$ cat config.mk
export PLATFORM = sky130hd
export DESIGN_NAME = dcnn_sn_ioif
export DESIGN_NICKNAME = d
export VERILOG_FILES = /design/src/rtl/dcnn_sn_ioif.sv
export SDC_FILE = /design/constraint.sdc
export NUM_CORES = 1
export LEC_CHECK = 0
export ABC_AREA = 0
export CAP_MARGIN = 20
export CORE_UTILIZATION = 45
export CTS_CLUSTER_SIZE = 28
export DETAILED_ROUTE_END_ITERATION = 10
export DONT_BUFFER_PORTS = 1
export PLACE_DENSITY = 0.67
export SYNTH_ARGS = -nofsm -noshare
export SYNTH_HDL_FRONTEND = slang
export SYNTH_SLANG_ARGS = --single-unit
$ cat constraint.sdc
create_clock -name clk -period 3.8 [get_ports clk]
set_input_delay 0.38 -clock clk [delete_from_list [all_inputs] [get_ports clk]]
set_output_delay 0.38 -clock clk [all_outputs]
set_load 0.02 [all_outputs]
$ cat src/rtl/dcnn_sn_ioif.sv
// Per-channel IO-to-core interface: a DEPTH-entry FIFO of wide IO entries, unpacked LSB-first
// into DW-bit words, with word decimation by a shared stride. Channels are fully independent.
module dcnn_sn_ioif #(
  parameter int unsigned DW    = 32,
  parameter int unsigned IODW  = 96,
  parameter int unsigned CH    = 2,
  parameter int unsigned DEPTH = 4,
  parameter int unsigned SW    = 3
) (
  input  logic                 clk,
  input  logic                 arst,
  input  logic                 clr,
  input  logic [SW-1:0]        gp_stride_size,
  input  logic [CH*IODW-1:0]   io_data_in,
  input  logic [CH-1:0]        io_data_vld,
  output logic [CH-1:0]        io_data_rdy,
  output logic [CH*DW-1:0]     core_data,
  output logic [CH-1:0]        core_vld,
  input  logic [CH-1:0]        core_rdy,
  output logic [CH-1:0]        ch_empty
);

  localparam int unsigned R   = IODW / DW;
  localparam int unsigned WSW = (R > 1) ? $clog2(R) : 1;
  localparam int unsigned AW  = (DEPTH > 1) ? $clog2(DEPTH) : 1;
  localparam int unsigned CW  = AW + 1;

  // A stride of 0 behaves as 1.
  logic [SW-1:0] stride_eff;
  assign stride_eff = (gp_stride_size == '0) ? SW'(1) : gp_stride_size;

  for (genvar c = 0; c < CH; c++) begin : g_ch
    logic [IODW-1:0] mem_q [DEPTH];
    logic [AW-1:0]   wptr_q, wptr_d;
    logic [AW-1:0]   rptr_q, rptr_d;
    logic [CW-1:0]   cnt_q, cnt_d;
    logic [WSW-1:0]  wsel_q, wsel_d;
    logic [SW-1:0]   ph_q, ph_d;
    logic            rdy_q, rdy_d;

    logic            empty;
    logic            push;
    logic            advance;
    logic            pop;
    logic            vld;
    logic            wsel_last;
    logic            ph_wrap;
    logic [SW:0]     ph_inc;
    logic [IODW-1:0] head;
    logic [DW-1:0]   word;

    assign empty     = (cnt_q == '0);
    assign head      = mem_q[rptr_q];
    assign word      = head[wsel_q*DW +: DW];
    assign vld       = !empty && (ph_q == '0);
    assign push      = io_data_vld[c] && rdy_q;
    // Off-phase words are dropped without waiting for the core.
    assign advance   = !empty && ((ph_q != '0) || core_rdy[c]);
    assign wsel_last = (wsel_q == WSW'(R - 1));
    assign pop       = advance && wsel_last;
    assign ph_inc    = {1'b0, ph_q} + (SW + 1)'(1);
    assign ph_wrap   = (ph_inc >= {1'b0, stride_eff});

    // Next-state for pointers, occupancy, word select, stride phase and registered ready.
    always_comb begin
      wptr_d = wptr_q;
      rptr_d = rptr_q;
      cnt_d  = cnt_q;
      wsel_d = wsel_q;
      ph_d   = ph_q;
      rdy_d  = rdy_q;
      if (clr) begin
        wptr_d = '0;
        rptr_d = '0;
        cnt_d  = '0;
        wsel_d = '0;
        ph_d   = '0;
        rdy_d  = 1'b1;
      end else begin
        if (push) wptr_d = wptr_q + AW'(1);
        if (pop)  rptr_d = rptr_q + AW'(1);
        if (advance) begin
          wsel_d = wsel_last ? '0 : wsel_q + WSW'(1);
          ph_d   = ph_wrap ? '0 : ph_inc[SW-1:0];
        end
        cnt_d = cnt_q + CW'(push) - CW'(pop);
        rdy_d = (cnt_d < CW'(DEPTH));
      end
    end

    // Control state; async reset discards all buffered entries immediately.
    always_ff @(posedge clk or posedge arst) begin
      if (arst) begin
        wptr_q <= '0;
        rptr_q <= '0;
        cnt_q  <= '0;
        wsel_q <= '0;
        ph_q   <= '0;
        rdy_q  <= 1'b0;
      end else begin
        wptr_q <= wptr_d;
        rptr_q <= rptr_d;
        cnt_q  <= cnt_d;
        wsel_q <= wsel_d;
        ph_q   <= ph_d;
        rdy_q  <= rdy_d;
      end
    end

    // Entry storage; contents are don't-care while the count excludes them.
    always_ff @(posedge clk) begin
      if (push && !clr) mem_q[wptr_q] <= io_data_in[c*IODW +: IODW];
    end

    assign io_data_rdy[c]         = rdy_q;
    assign core_vld[c]            = vld;
    assign core_data[c*DW +: DW]  = vld ? word : '0;
    assign ch_empty[c]            = empty;
  end

endmodule

# Word level (Yosys, flattened, before mapping)
# Memories as Yosys holds them, arrays and structs flattened.
# Index checks and enable logic that the tools add are counted.
# classes
addsub	12
n_lt_le_gt_ge	4
n_eq_ne	2
n_shift	2
muxes	31
n_reduce_logical	28
# ops
cell	n
$shiftx A96 B8 Y32	2
$mux W32	2
$mux W2	14
$mux W3	9
$logic_not A3 Y1	5
$add A2 B1 Y2 const B	6
$reduce_bool A2 Y1	6
$logic_and A1 B1 Y1	10
$add A3 B1 Y4 const B	2
$ge A4 B3 Y1	2
$add A3 B1 Y3	2
$lt A3 B3 Y1 const B	2
$mux W1	6
$reduce_bool A3 Y1	2
$sub A3 B1 Y3	2
$eq A2 B2 Y1 const B	2
$logic_not A1 Y1	3
$logic_or A1 B1 Y1	2
# word_totals
regBits	26
ramBits	768
inputBits	202
out_inout_bits	70
n_memories	2
# memory_table
memory	words	word_bits	read_ports	rd_clocked_by_memory_dff	wr	line_no	text
g_ch[0].mem_q	4	96	1	0	1	33	logic [IODW-1:0] mem_q [DEPTH];
g_ch[1].mem_q	4	96	1	0	1	33	

# Longest topological paths before layout
# depth
word_depth	7
depth_mapped	12
ltp_nobuf	12

# Least setup slack after synthesis
# No wires, ideal clock.
# synth_path
path_kind	input-to-reg
startpoint	input clr
endpoint	memory g_ch[0].mem_q[0][0] (enable)
arrival_time_ns	2.926
t_required_ns	3.334
slack_ns	0.408
path_stages	3
n_path_buf	1
cell_sequence	clkbuf_2 > nor2_1 > and2_1
# synth_via
elab_chain_len	4
# synth_lines
element	line_no	text
from (decl)	12	input logic clr,
$logic_not A1 Y1	112	if (push && !clr) mem_q[wptr_q] <= io_data_in[c*IODW +: IODW];
$logic_and A1 B1 Y1	112	
$mux W1	112	
$mux W1 (implied by the code)	112	
to (decl)	33	
# Every way passes these cells.

# Final worst setup path
# layout_path
startpoint	register g_ch[1].rptr_q[0]
endpoint	output core_data[51]
# layout_via
elab_chain_len	3
# layout_lines
element	line_no	text
from (decl)	35	logic [AW-1:0] rptr_q, rptr_d;
from (signal assigned)	102	rptr_q <= rptr_d;
$mem_v2 Z4 W96	n/a	
$shiftx A96 B8 Y32	54	assign word = head[wsel_q*DW +: DW];
$mux W32	117	assign core_data[c*DW +: DW] = vld ? word : '0;
to (decl)	17	output logic [CH*DW-1:0] core_data,
# Every way passes these cells.

==> results by stage <==
Yosys:
- A synthesized cell averages 21.96 um2.
- The post-synthesis instance total is 1401.
- The number of warnings issued by yosys is 0.
- In this run the cell area of the synthesized design comes to 0.03077 mm2.
- The distinct cell type count of the synthesized netlist is 48.
- The share of the synthesized area in the top cell type is 74.96%.
- When the netlist entered floorplanning its net count stood at 1627.
- The cell type contributing the most total cell area after synthesis is sky130_fd_sc_hd__edfxtp_1.
- Among all flip-flop cells after synthesis, the most frequent one is sky130_fd_sc_hd__edfxtp_1.
- In the post-synthesis netlist, the biggest area contributors are sky130_fd_sc_hd__edfxtp_1 (75%), sky130_fd_sc_hd__mux4_2 (14%), sky130_fd_sc_hd__mux2i_1 (2.1%), sky130_fd_sc_hd__dfrtp_1 (2.1%), sky130_fd_sc_hd__o22ai_1 (1.3%).
- The share of synthesized registers carrying an async set or reset is 3.275%.
- Of the synthesized area, sequential elements account for 77.08%.
- Counting flops and latches in the post-synthesis netlist gives 794.
- Counting flops with a built-in enable in the synthesized netlist gives 768.

Setup path:
- The depth of the worst register-to-register path is 12.
- The worst setup path is launched from a flip-flop.
- The data arrival time at the worst-slack endpoint is 2870 ps.
- The cell family contributing the most delay on the critical path is multiplexers.
- The worst setup path is captured at an output pin.
- In this run the critical register-to-register path is captured at g_ch[1].rdy_q.
- The required time at the worst-slack endpoint is 3420 ps.
- Walking the worst path, the cells encountered are buf_12 -> mux4_2 -> mux2i_1 -> o22ai_1.
- The type of the setup path with the least slack is flip-flop to output pin.
- The highest net fanout along the worst path is 29.
- In this run the register-to-register setup slack is 1150 ps.
- The library cell contributing the largest single delay on the critical path is sky130_fd_sc_hd__dfrtp_4.
- On the worst path, the slowest cell contributes a delay of 730 ps.
- The launch point of the worst reg-to-reg path is g_ch[1].ph_q[0].
- The count of buffer and inverter cells on the critical path is 1.

Run status:
- The flow ran to the end, and the final reports show no timing, DRC or antenna violations.

Cells and area:
- The final non-filler cell area is 0.03678 mm2.
- The signed area change from the synthesized netlist to the final layout is 19.55%.
- The share of cells above drive strength 1 is 22.87%.
- The final layout contains 1897 nets.
- The most common library cell in the layout ignoring fill and taps is sky130_fd_sc_hd__edfxtp_1.
- The number of fill cells is 5010.
- The library cells used most frequently in the layout, excluding fill and tap cells, are sky130_fd_sc_hd__edfxtp_1 (768), sky130_fd_sc_hd__dlygate4sd3_1 (196), sky130_fd_sc_hd__mux4_2 (192).

STA:
- In this run the tightest slew margin relative to its limit is 43.97%.
- The number of endpoints with negative hold slack in the final report is 0.
- The setup total negative slack is 0 ps.
- Setup repair after global routing left no endpoint under its margin.
- The final critical path takes up 85.59% of the cycle.
- The post-route minimum period is 3253 ps.
- Static timing analysis puts the maximum clock frequency at 307.5 MHz.
- The setup-violating endpoint count in the final report is 0.
- The actual transition at the worst max-transition pin is 837.7 ps.
- The final-report max-slew violation count is 0.
- Across the routed clock network, the largest skew measured is 22.83 ps.

Routing:
- The first detailed-routing pass ran for 7 iterations.
- The number of DRC markers in iteration 0 is 1090.
- The detailed router placed 14520 vias in this run.
- For this run, design rule violations remaining after detail routing come to 0.
- After detailed routing, the total wire length is 62.95 mm.
- The routed via count divided by cell count is 5.542.
- The detail route stage leaves a number of antenna-violating nets equal to 0.
- Dividing the detail-routed wire length by the instance count gives 24.03 um.

Clock tree:
- The longest clock path from root to sink contains 3 buffers.
- The tree is rooted in a sky130_fd_sc_hd__clkbuf_16.
- The number of buffers created by CTS is 82.
- The clock insertion delay at the later pin of the skew report is 630 ps.
- The clock drives 794 sinks.
- The clock tree synthesis step divided the H-tree into 3 levels.
- The setup fix buffers added after clock tree synthesis is 0.
- After clock tree synthesis, the clock-pin slew on the worst setup and hold paths is 60 ps.
- The clock tree from TritonCTS is yes.

Floorplan:
- The starting density of the core is 45.65%.
- The initialized floorplan defines 95 standard-cell rows.
- The core region area is 0.06740 mm2.
- The number of I/O pins is 272.
- The x dimension of the die is 263.5 um.
- Measured along the y axis, the die boundary spans 263.5 um.
- The full die area is 0.06942 mm2.

Global routing:
- The number of global-route vias before repair was 15685.
- In the global route stage, overall resource usage came out at 18.29%.
- The wire length of the first global-routing pass is 95.68 mm.
- The number of antenna violations at the first check in global routing was 12.
- Summed over all layers, the global routing overflow is 0.
- Entering global routing, the biggest net connects 54 pins.

Job:
- The number of violations of the max-capacitance limit is 0.

Place:
- The placed wire-length estimate after detailed placement is 38.31 mm.
- The final RePlAce weighted congestion is 0.7574.
- The placed cell area is 0.03219 mm2.
- The quantity of I/O buffers inserted on ports is 0.

Pwr:
- The power per standard cell area is 586.5 mW/mm2.
- Summed over all cells, the static leakage comes to 11.82 nW.
- The peak supply drop is 0.0005917 V.

Min path:
- In this run the worst hold path is classified as primary input to flip-flop.
- The startpoint identified for the worst hold timing path is clr.
- The worst hold path stage count is 3.
- The endpoint with the worst hold slack is g_ch[1].ph_q[2].
==> per-layer routing <==
metal / part of all wire, % / up-vias / track usage, %
met1: 40 / 7655 / 23.17
li1: - / 6325 / -
met2: 52 / 428 / 31.07
met4: 2.4 / 4 / 6.907
met3: 5.4 / 108 / 3.770
met5: 0.037 / - / 0
==> cells by family (layout without fill, tap and decap cells) <==
kind of cell,count (synthesis),in the layout,synth area share [%]
adders and majority gates,24,24,1.025
buffers and inverters,161,496,2.375
xor gates and xnor gates,12,12,0.3416
other,0,11,0
DFF,794,794,77.08
AOI/OAI and AO/OA,81,81,1.684
and+or+nand+nor,70,70,1.261
muxes,259,259,16.24
==> worst register-to-register path: cells and delay by family (launching register included) <==
family | cells | cell delay (ps)
flops | 1 | 430
fa+ha+maj | 4 | 1040
simple gates | 3 | 690
buf+inv | 4 | 230
xor+xnor | 1 | 140
==> cell usage after synthesis, drive strengths merged (3+ instances only) <==
| cell | instances |
|---|---|
| inv | 84 |
| nand2 | 8 |
| nor2 | 22 |
| nand2b | 4 |
| a21oi | 5 |
| nor2b | 4 |
| o22ai | 64 |
| nand3 | 4 |
| and2 | 9 |
| dfrtp | 26 |
| nor3 | 3 |
| mux4 | 192 |
| clkbuf | 15 |
| edfxtp | 768 |
| ha | 22 |
| or3 | 6 |
| mux2i | 66 |
| xnor2 | 8 |
| xor2 | 4 |
| buf | 62 |
==> area by class of cell <==
class / instances / area (um2) / share of cell area [%]
diodes: 11 / 27.53 / 0.07484
clock buffers: 97 / 2118 / 5.759
clock inverters: 52 / 480.5 / 1.306
inverters: 84 / 315.3 / 0.8573
multi-input cells: 446 / 6342 / 17.24
flip-flops and latches: 794 / 23730 / 64.52
well taps: 873 / 1092 / 2.970
repair buffers: 263 / 2673 / 7.267
==> where the power goes <==
group          switching, mW  internal (mW)  leakage (nW)
clock network           3.28           4.42          1.28
logic                   2.22           1.17          3.24
registers              0.212           10.3          7.30
==> sequential cells by signal, indices dropped and copies added, names as in the netlist <==
signal / flops
g_ch.ph_q: 6
g_ch.rdy_q: 2
g_ch.mem_q: 768
g_ch.wptr_q: 4
g_ch.wsel_q: 4
g_ch.rptr_q: 4
g_ch.cnt_q: 6
==> how the worst max path moves through the flow <==
stage                                  from                   to  slack [ps]  cells after the start
after detailed placement  g_ch[1].rptr_q[0]        core_data[51]        1080                      4
after global routing      g_ch[1].rptr_q[0]        core_data[51]         380                      4
after floorplan                         clr  g_ch[0].mem_q[0][0]         410                      3
after global placement    g_ch[1].rptr_q[0]        core_data[51]        1060                      4
final                     g_ch[1].rptr_q[0]        core_data[51]         550                      4
after CTS                 g_ch[1].rptr_q[0]        core_data[51]         390                      4
==> stage by stage <==
stage | instances | util [%] | total power [mW] | hold WS, ps | setup WS, ps
2_1_floorplan | 1401 | - | 12.89 | 420.0 | 407.6
5_1_grt | 2619 | 54.57 | 22.34 | 19.69 | 378.2
4_1_cts | 2609 | 54.53 | 21.77 | 3.381 | 391.1
6_report | 2620 | 54.57 | 21.57 | 41.53 | 547.5
3_5_place_dp | 2264 | 47.76 | 13.82 | 275.0 | 1079
3_3_place_gp | 2263 | 47.72 | 13.73 | 445.7 | 1058
==> timing repair <==
action / 4_1_cts / 5_1_grt
hold buffers: 196 / 0
hold endpoints to repair: 816 / 0
gates resized for setup: 0 / 0
Power figures use the tool's default switching activity.
